<file path="src/rtl/boot_rom_reader.sv">
// Request/response front end for the 128-bit boot ROM: decodes tagged line
// reads against the ROM window, drives a registered line index, and returns
// sampled lines through a 3-entry in-order response queue.
module boot_rom_reader #(
  parameter int unsigned          ADDR_W    = 56,
  parameter logic [ADDR_W-1:0]    BASE      = '0,
  parameter int unsigned          ROM_LINES = 10,
  parameter int unsigned          TAG_W     = 4
) (
  input  logic              clk,
  input  logic              reset_n,
  input  logic              flush,
  input  logic              req_valid,
  output logic              req_ready,
  input  logic [ADDR_W-1:0] req_addr,
  input  logic              req_write,
  input  logic [TAG_W-1:0]  req_tag,
  output logic [8:0]        rom_addr,
  input  logic [127:0]      rom_data,
  output logic              rsp_valid,
  input  logic              rsp_ready,
  output logic [127:0]      rsp_data,
  output logic [TAG_W-1:0]  rsp_tag,
  output logic              rsp_err
);

  localparam int unsigned LINE_W  = 128;
  localparam int unsigned IDX_W   = 9;
  localparam int unsigned DEPTH   = 3;
  localparam int unsigned PTR_W   = 2;
  localparam int unsigned CNT_W   = 2;
  localparam int unsigned OCC_W   = 3;
  // Line offset plus one borrow bit from the BASE subtraction.
  localparam int unsigned DIFF_W  = ADDR_W - 3;
  localparam int unsigned LINE_HI = ADDR_W - 4;

  logic [DIFF_W-1:0]  diff_line;
  logic [LINE_HI-1:0] line_off;
  logic               addr_below;
  logic               addr_above;
  logic               req_err;
  logic [OCC_W-1:0]   occupancy;
  logic               accept;
  logic               push;
  logic               pop;

  logic               s1_valid;
  logic [TAG_W-1:0]   s1_tag;
  logic               s1_err;

  logic [LINE_W-1:0]  q_data [DEPTH];
  logic [TAG_W-1:0]   q_tag  [DEPTH];
  logic               q_err  [DEPTH];
  logic [PTR_W-1:0]   rd_ptr;
  logic [PTR_W-1:0]   wr_ptr;
  logic [CNT_W-1:0]   count;

  // Address decode: borrow bit flags addresses below BASE.
  assign diff_line  = DIFF_W'(({1'b0, req_addr} - {1'b0, BASE}) >> 4);
  assign addr_below = diff_line[DIFF_W-1];
  assign line_off   = diff_line[LINE_HI-1:0];
  assign addr_above = line_off >= LINE_HI'(ROM_LINES);
  assign req_err    = req_write | addr_below | addr_above;

  // Everything in flight (issue stage plus queue) must fit in the queue.
  assign occupancy = OCC_W'(count) + OCC_W'(s1_valid);
  assign req_ready = !flush && (occupancy < OCC_W'(DEPTH));
  assign accept    = req_valid && req_ready;

  assign rsp_valid = (count != '0);
  assign rsp_data  = q_data[rd_ptr];
  assign rsp_tag   = q_tag[rd_ptr];
  assign rsp_err   = q_err[rd_ptr];

  assign push = s1_valid && !flush;
  assign pop  = rsp_valid && rsp_ready;

  function automatic logic [PTR_W-1:0] ptr_inc(input logic [PTR_W-1:0] p);
    return (p == PTR_W'(DEPTH - 1)) ? '0 : PTR_W'(p + PTR_W'(1));
  endfunction

  // Issue stage; errors keep the previous ROM index.
  always_ff @(posedge clk or negedge reset_n) begin
    if (!reset_n) begin
      s1_valid <= 1'b0;
      s1_tag   <= '0;
      s1_err   <= 1'b0;
      rom_addr <= '0;
    end else begin
      s1_valid <= accept;
      if (accept) begin
        s1_tag <= req_tag;
        s1_err <= req_err;
        if (!req_err) begin
          rom_addr <= line_off[IDX_W-1:0];
        end
      end
    end
  end

  // Queue pointers and occupancy count.
  always_ff @(posedge clk or negedge reset_n) begin
    if (!reset_n) begin
      rd_ptr <= '0;
      wr_ptr <= '0;
      count  <= '0;
    end else if (flush) begin
      rd_ptr <= '0;
      wr_ptr <= '0;
      count  <= '0;
    end else begin
      if (push) begin
        wr_ptr <= ptr_inc(wr_ptr);
      end
      if (pop) begin
        rd_ptr <= ptr_inc(rd_ptr);
      end
      case ({push, pop})
        2'b10:   count <= CNT_W'(count + CNT_W'(1));
        2'b01:   count <= CNT_W'(count - CNT_W'(1));
        default: count <= count;
      endcase
    end
  end

  // Queue storage; error entries carry zero data.
  always_ff @(posedge clk or negedge reset_n) begin
    if (!reset_n) begin
      for (int i = 0; i < int'(DEPTH); i++) begin
        q_data[i] <= '0;
        q_tag[i]  <= '0;
        q_err[i]  <= 1'b0;
      end
    end else if (push) begin
      q_data[wr_ptr] <= s1_err ? '0 : rom_data;
      q_tag[wr_ptr]  <= s1_tag;
      q_err[wr_ptr]  <= s1_err;
    end
  end

endmodule
</file>
<file path="config.mk">
export PLATFORM = sky130hd
export DESIGN_NAME = boot_rom_reader
export DESIGN_NICKNAME = d
export VERILOG_FILES = /design/src/rtl/boot_rom_reader.sv
export SDC_FILE = /design/constraint.sdc
export NUM_CORES = 1
export LEC_CHECK = 0
export ABC_AREA = 1
export BUFFER_PORTS_ARGS = -buffer_cell sky130_fd_sc_hd__buf_2
export CAP_MARGIN = 20
export CORE_MARGIN = 5
export CORE_UTILIZATION = 25
export CTS_BUF_LIST = sky130_fd_sc_hd__clkbuf_2 sky130_fd_sc_hd__clkbuf_4 sky130_fd_sc_hd__clkbuf_8
export CTS_CLUSTER_DIAMETER = 200
export DETAILED_ROUTE_END_ITERATION = 8
export PLACE_DENSITY = 0.48
export SLEW_MARGIN = 0
export SYNTH_ARGS = -nofsm -noshare
export SYNTH_HDL_FRONTEND = slang
export SYNTH_SLANG_ARGS = --single-unit
</file>
<file path="constraint.sdc">
create_clock -name clk -period 2.5 [get_ports clk]
set_input_delay 0.75 -clock clk [delete_from_list [all_inputs] [get_ports clk]]
set_output_delay 0.75 -clock clk [all_outputs]
set_load 0.05 [all_outputs]
</file>
---- Yosys cells after proc, flatten, opt, wreduce, memory -nomap -nowiden ----
Cells that the tools add are included.
storage, ports and cells
  input port bits ......................... 194
  register bits after elaboration ......... 420
  logic and storage cells ................. 72
  output and inout port bits .............. 144
cells by class
  reductions and logical operators ........ 11
  $add $sub $neg .......................... 5
  magnitude comparators ................... 5
  muxes and demuxes ....................... 27
  eq/ne operators ......................... 4
  bitwise gates (word level) .............. 4
operators by type and width
  operator                                                             count
  2-to-1 mux 128 bit                                                   4
  bitwise mux 384 bit                                                  1
  binary-select mux 128 bit (select 2 bit)                             1
  demux 128 bit (select 2 bit)                                         1
  greater-or-equal comparator 52 x 4 -> 1 bit (second input constant)  1
  2-to-1 mux 2 bit                                                     7
  bitwise mux 12 bit                                                   1
  2-to-1 mux 4 bit                                                     3
  binary-select mux 4 bit (select 2 bit)                               1
  demux 4 bit (select 2 bit)                                           1
  adder 2 x 1 -> 2 bit (second input constant)                         3
  == test 2 bit (second input constant)                                3
  greater-or-equal comparator 3 bit (second input constant)            2
  inverter 2 -> 3 bit                                                  2
  nonzero test 2 bit                                                   3
  logical AND 1 bit                                                    5
  one-hot mux 2 bit (2 select lines)                                   1
  adder 2 x 1 -> 3 bit                                                 1
  bitwise mux 3 bit                                                    1
  less-than comparator 3 x 1 -> 1 bit (second input constant)          1
  less-than comparator 3 x 2 -> 1 bit (second input constant)          1
  2-to-1 mux 1 bit                                                     3
  nonzero test 3 bit                                                   1
  binary-select mux 1 bit (select 2 bit)                               1
  other kinds (7)                                                      7

---- Longest topological paths before layout ----
Gate-level depths: netlist (run 1).
  depth after elaboration ................. 6
  depth in mapped cells ................... 10
  depth with buffers taken out ............ 10

---- Worst setup path after synthesis (run 1) ----
OpenSTA, ideal clock, no wires.
  kind .................................... reg2out
  from .................................... reg rd_ptr[0]
  to ...................................... out rsp_data[100]
  required time ........................... 1750 ps
  stages on the path, launching flop included .. 6
  slack ................................... -187 ps
  arrival time ............................ 1937 ps
  cells stage by stage .................... dfrtp_1 > nor2_1 > inv_1 > clkbuf_1 > clkbuf_1 > o221ai_1
on the way
  cells in the longest elaborated chain, start to end .. 4
RTL lines
  element                                                 line  source
  from (decl)                                             54    logic [PTR_W-1:0] rd_ptr;
  from (signal assigned)                                  116   rd_ptr <= ptr_inc(rd_ptr);
  inverter 2 -> 3 bit (not written as such)               71    assign rsp_data = q_data[rd_ptr];
  binary-select mux 128 bit (select 2 bit)                71
  2-to-1 mux 128 bit (not written as such) (2 in series)  71
  to (decl)                                               22    output logic [127:0] rsp_data,
No other way between the ends. The select of a mux whose other input is x is not followed.

---- Worst setup path after layout (run 1) ----
  from .................................... reg rd_ptr[0]
  to ...................................... out rsp_data[36]
Same word-level chain as after synthesis.

==> run_results.csv, run 1 <==
group,metric,value,unit
synth,ys_types,23,
placement,io_buffers,333,
synth,synth-simple-area-share,20.1,%
clock_network,path_clk_slew,0.06,ns
final_layout,mostFrequentLayoutCells,"733 x nand2_1, 419 x dfrtp_1, 398 x inv_1, 255 x o21ai_0, 198 x buf_2",
worst_setup_path,reg2reg_slack,0.76,ns
timing,clock.fmax,338,MHz
die,die_area,82600,sq um
placement,place.gp.congestion,0.760,
grt,grt_max_degree,66,
worst_setup_path,setup.worst_path.class,"reg -> out",
hold_path,hp-start,"req_tag[1]",
timing,final-setup-viol-count,134,
worst_setup_path,setup.worst_path.end_class,"output pin",
route,vias_per_cell,4.30,
worst_setup_path,r2r-end,"q_data[38]",
power_and_ir_drop,p_leak,14.2,nW
final_layout,synthToLayoutAreaGrowth,46.1,%
route,wire_per_inst,17.0,microns
synth,ys_warn_count,0,
clock_network,cts_buffer_depth,3,
clock_network,root_buffer,"clkbuf_8",
timing,fin_crit,2.96,ns
clock_network,h-tree-depth,3,
route,ant_nets,0,
placement,pre_cts_ws,0.0428,ns
run_status,failed_checks,"negative setup slack",
worst_setup_path,reg2reg_from,"s1_valid",
run_status,outcome,"finished with violations",
timing,layout_setup_ws,-0.462,ns
synth,synth.net_count,2607,
route,first_pass_iters,5,
placement,hpwlAfterDp,41400,microns
power_and_ir_drop,vdd_drop_max,0.589,mV
synth,synth_flop_cell,"dfrtp_1",
timing,post-route-period-util,118,%
die,start_util,25.3,%
synth,synth_edf_count,0,
clock_network,cts_made_buffers,80,
timing,skew,0.0349,ns
die,num_rows,101,
synth,async_flop_share,100,%
placement,placed_cells,3720,
final_layout,final_cells,3909,
clock_network,cts_tree,"built",
worst_setup_path,crit_required,1.75,ns
final_layout,layout_commonest_cell,"nand2_1",
die,fp.dieH,287,microns
route,wirelength,66400,microns
timing,relSlewSlack,70.3,%
synth,synthAdderAreaFrac,0.130,%
synth,yosysSeqAreaShare,54.6,%
grt,track_usage,15.0,%
worst_setup_path,r2r_cells,8,
synth,synthCells,2411,
grt,grt_pass1_wl,98600,microns
grt,globalRouteOverflowTotal,0,
final_layout,fillerInstances,7915,
timing,tightest_slew,0.445,ns
worst_setup_path,critPathMaxFanout,18,
synth,yosys_register_bits,420,
route,vias,16800,
power_and_ir_drop,p_per_area,921,nW/um^2
die,ios,338,
timing,hold_violations,0,
hold_path,hold_end,"s1_tag[1]",
clock_network,insertion_delay,0.65,ns
clock_network,cts.sinks,420,
worst_setup_path,crit_path_start,"rd_ptr[0]",
hold_path,worstHoldPathCells,3,
synth,syn_area,19200,sq um
synth,synth_xor_area_share,0.0455,%
die,die_w,287,microns
final_layout,drive_gt1_share,29.4,%
synth,synth_top_family_by_area,"simple AND/OR/NAND/NOR gates",
die,core,76100,sq um
grt,antenna_found_initial,3,
flow_run,drv_cap,0,
timing,final-max-slew-violation-count,0,
hold_path,min_path_type,"in -> reg",
synth,synthMuxAreaShare,0,%
timing,rsz0062_at_grt,"true",
worst_setup_path,start_kind,"flip-flop",
synth,synth-compound-area-share,13.5,%
route,drc,0,
grt,grt_pass1_vias,17300,
synth,syn_area_per_cell,7.98,sq um
route,initialDrtViolationCount,885,
worst_setup_path,worstPathArrival,2.21,ns
timing,fin_hold_ws,0.302,ns
final_layout,layout.nets,3013,
-- Yosys cell counts (2+ instances only) --
library cell,n,share of area [%]
a21boi_0,6,0.23
a21oi_1,2,0.052
buf_1,9,0.18
buf_2,70,1.8
buf_4,21,0.82
clkbuf_1,45,0.88
dfrtp_1,420,55
ha_1,2,0.13
inv_1,402,7.8
inv_2,3,0.059
nand2_1,834,16
nand3_1,11,0.29
nor2_1,165,3.2
nor2_2,2,0.065
nor3_2,3,0.16
o21ai_0,255,6.6
o21ai_1,28,0.73
o221ai_1,128,5.8
-- metal layers --
| layer | GRT usage [%] | wire length, microns | up-vias |
|---|---|---|---|
| met4 | 4.06 | 1210 | 2 |
| met5 | 0 | 13 | - |
| met2 | 24.7 | 31600 | 364 |
| met1 | 20.1 | 30400 | 8065 |
| met3 | 3.16 | 3300 | 86 |
| li1 | - | - | 8311 |
-- flip-flops by register name (all words and copies together) (netlist names) --
register  flops
count         2
q_data      384
q_err         3
q_tag        12
rd_ptr        2
rom_addr      9
s1_err        1
s1_tag        4
s1_valid      1
wr_ptr        2
-- worst max path at each step --
stage / to / slack (ns) / cells past startpoint
2_1_floorplan: rsp_data[100] / -0.19 / 5
3_3_place_gp: rsp_data[32] / 0.05 / 5
3_5_place_dp: rsp_data[32] / 0.04 / 5
4_1_cts: rsp_data[56] / -0.55 / 6
5_1_grt: rsp_data[36] / -0.57 / 7
6_report: rsp_data[36] / -0.46 / 7
-- cell families after synthesis --
group / Yosys count
AO/OA/AOI/OAI: 420
adder cells (fa/ha/maj): 2
flip-flops: 420
buffers and inverters: 550
AND/OR/NAND/NOR: 1018
XOR/XNOR: 1
-- through the flow --
step | area, sq um | power, W | utilization [%] | setup TNS (ns)
2_1_floorplan | 19600 | 0.0131 | - | -10.97
3_3_place_gp | 23100 | 0.0156 | 30.3 | 0
3_5_place_dp | 23100 | 0.0156 | 30.3 | 0
4_1_cts | 26000 | 0.0243 | 34.1 | -61.63
5_1_grt | 28100 | 0.0273 | 36.9 | -64.93
6_report | 28100 | 0.0259 | 36.9 | -50.09
-- power by group --
group | leakage (nW) | internal, W | switching [W]
registers | 5.57 | 0.00806 | 0.000387
clock network | 0.936 | 0.00431 | 0.00320
logic | 7.72 | 0.00359 | 0.00634
total | 14.2 | 0.0160 | 0.00992
-- what timing repair did --
item / CTS / global route
endpoints found under the hold margin: 33 / 0
gates cloned: 4 / 14
buffers inserted: 10 / 19
gates resized for setup: 270 / 339
pin swaps: 1 / 12
hold buffers: 1 / 0
setup endpoints to repair: 134 / 134
-- worst max-delay path, cell delays in order, from the launching register on --
cell and delay [ns]:
dfrtp_1 0.39, buf_4 0.15, nor2_4 0.14, inv_8 0.10, buf_16 0.18, buf_4 0.17
o221ai_1 0.17, buf_4 0.24
-- cell type report --
type                            instances  area [sq um]  area share (%)
Sequential cell                       420         10500            37.4
Multi-Input combinational cell       1441          8480            30.2
Timing Repair Buffer                  469          4510            16.0
Clock buffer                          121          1550            5.52
Inverter                              405          1530            5.46
Tap cell                             1030          1290            4.58
Clock inverter                         21           226           0.806
Antenna cell                            2          5.00          0.0178
Power figures use the tool's default switching activity.
==> inputs of run 2 (changes only) <==
--- a/config.mk
+++ b/config.mk
@@ -9,11 +9,12 @@
 export BUFFER_PORTS_ARGS = -buffer_cell sky130_fd_sc_hd__buf_2
 export CAP_MARGIN = 20
 export CORE_MARGIN = 5
-export CORE_UTILIZATION = 25
+export CORE_UTILIZATION = 58
 export CTS_BUF_LIST = sky130_fd_sc_hd__clkbuf_2 sky130_fd_sc_hd__clkbuf_4 sky130_fd_sc_hd__clkbuf_8
 export CTS_CLUSTER_DIAMETER = 200
 export DETAILED_ROUTE_END_ITERATION = 8
-export PLACE_DENSITY = 0.48
+export PLACE_DENSITY = 0.88
+export RECOVER_POWER = 25
 export SLEW_MARGIN = 0
 export SYNTH_ARGS = -nofsm -noshare
 export SYNTH_HDL_FRONTEND = slang
==> run_results.csv, run 2 (synthesis gave the netlist of run 1 again) <==
group,metric,value,unit
timing,tightest_slew,1.64,ns
worst_setup_path,setup.worst_path.class,"reg -> out",
timing,fin_setup_tns,-45.07,ns
die,start_util,59.0,%
final_layout,layout_commonest_cell,"nand2_1",
worst_setup_path,crit_required,1.75,ns
clock_network,cts_tree,"built",
flow_run,drv_cap,1,
placement,hpwlAfterDp,34700,microns
worst_setup_path,crit_buf_inv,5,
clock_network,root_buffer,"clkbuf_8",
route,vias_per_cell,6.23,
clock_network,path_clk_slew,0.07,ns
grt,grt_max_degree,139,
final_layout,regMostFlops,"q_data",
worst_setup_path,worstPathArrival,2.23,ns
final_layout,drive_gt1_share,27.3,%
worst_setup_path,start_kind,"flip-flop",
timing,final-setup-viol-count,134,
grt,grt_pass1_wl,107000,microns
placement,dpl_cell_area,22000,sq um
worst_setup_path,setup.worst_path.end_class,"output pin",
grt,globalRouteOverflowTotal,0,
grt,grt_pass1_vias,20400,
run_status,failed_checks,"max-capacitance violations, max-slew violations, negative setup slack",
clock_network,cts_made_buffers,70,
worst_setup_path,cp_slowest_cell,"dfrtp_1",
final_layout,layout.nets,2977,
final_layout,final_core_util,83.5,%
clock_network,insertion_delay,0.62,ns
placement,placed_cells,3105,
worst_setup_path,cp_slowest_stage_delay,0.40,ns
route,wire_per_inst,23.8,microns
final_layout,final_cells,3270,
timing,rsz0062_at_grt,"true",
timing,post-route-period-util,119,%
run_status,outcome,"finished with violations",
route,initialDrtViolationCount,2622,
die,num_rows,66,
power_and_ir_drop,p_per_area,974,nW/um^2
timing,fin_crit,2.98,ns
die,die_area,36900,sq um
die,ios,338,
worst_setup_path,critPathMaxFanout,15,
die,die_w,192,microns
route,wirelength,77700,microns
route,drc,0,
worst_setup_path,crit_chain,"buf_6, nor2_4, buf_12, inv_12, buf_12, o221ai_4, buf_6",
worst_setup_path,crit_family,"buffers and inverters",
clock_network,h-tree-depth,3,
final_layout,mostFrequentLayoutCells,"770 x nand2_1, 419 x dfrtp_1, 398 x inv_1, 255 x o21ai_0, 199 x buf_2",
die,fp.dieH,192,microns
route,first_pass_iters,7,
final_layout,synthToLayoutAreaGrowth,41.5,%
timing,clock.fmax,336,MHz
timing,relSlewSlack,-9.45,%
clock_network,cts.sinks,420,
timing,final-max-slew-violation-count,50,
clock_network,cts_buffer_depth,3,
placement,io_buffers,333,
route,vias,20400,
grt,track_usage,36.7,%
final_layout,top_regs,"q_data: 384 flops, q_tag: 12 flops, rom_addr: 9 flops",
power_and_ir_drop,vdd_drop_max,0.869,mV
die,core,32600,sq um
timing,skew,0.0345,ns
placement,place.gp.congestion,0.900,
final_layout,stdcell_area,27200,sq um
timing,layout_setup_ws,-0.476,ns
timing,hold_violations,0,
power_and_ir_drop,p_leak,13.5,nW
hold_path,min_path_type,"in -> reg",
grt,antenna_found_initial,2,
route,ant_nets,0,
final_layout,largest_register_ffs,384,
[run 2: report_power, final]
| part | total [W] | switching, W | internal, W |
|---|---|---|---|
| registers | 0.00865 | 0.000584 | 0.00806 |
| clock network | 0.00645 | 0.00297 | 0.00348 |
| logic | 0.0114 | 0.00736 | 0.00405 |
| total | 0.0265 | 0.0109 | 0.0156 |
[run 2: final timing paths]
kind	endpoint	cells past startpoint	startpoint	slack (ns)
worst max-delay path	rsp_data[33]	7	rd_ptr[1]	-0.48
max in group asynchronous	q_data[141]	2	reset_n	0.23
worst min register to register	q_data[45]	2	q_data[45]	0.47
worst max register to register	rom_addr[0]	11	count[0]	0.32
min in group asynchronous	q_data[128]	1	reset_n	0.57
worst min-delay path	s1_tag[3]	3	req_tag[3]	0.38
[run 2: tightest hold or removal path, stage by stage]
cell and delay (ns):
buf_2 0.08, nand2_1 0.05, o21ai_0 0.06
[run 2: metal layers]
layer | global-route usage, % | part of all wire [%]
met3 | 8.81 | 11
met5 | 0 | 0.017
met4 | 22.6 | 8.0
met2 | 60.0 | 47
met1 | 44.0 | 33
[run 2: cell type report]
cell class              instances  area (sq um)
multi-input cells            1441          8860
well taps                     442           553
inverters                     405          1540
diodes                          1          2.50
flip-flops and latches        420         10500
clock inverters                10          60.1
repair buffers                441          4310
fillers                      1494          5390
clock buffers                 108          1370
repair inverters                2          22.5
[run 2: what timing repair did]
action,CTS,global route
setup buffers,16,9
hold buffers,0,0
cloned,19,5
pin swaps,8,6
resized for setup,459,159
setup endpoints to repair,134,134
endpoints found under the hold margin,0,0
[run 2: metrics by stage]
step	hold WS [ns]	power (W)	worst slack, ns
CTS	0.0855	0.0245	-0.356
global placement	0.453	0.0151	0.134
global route	0.399	0.0272	-0.503
finish	0.385	0.0265	-0.476
detailed placement	0.459	0.0154	0.0819
floorplan	0.442	0.0131	-0.187
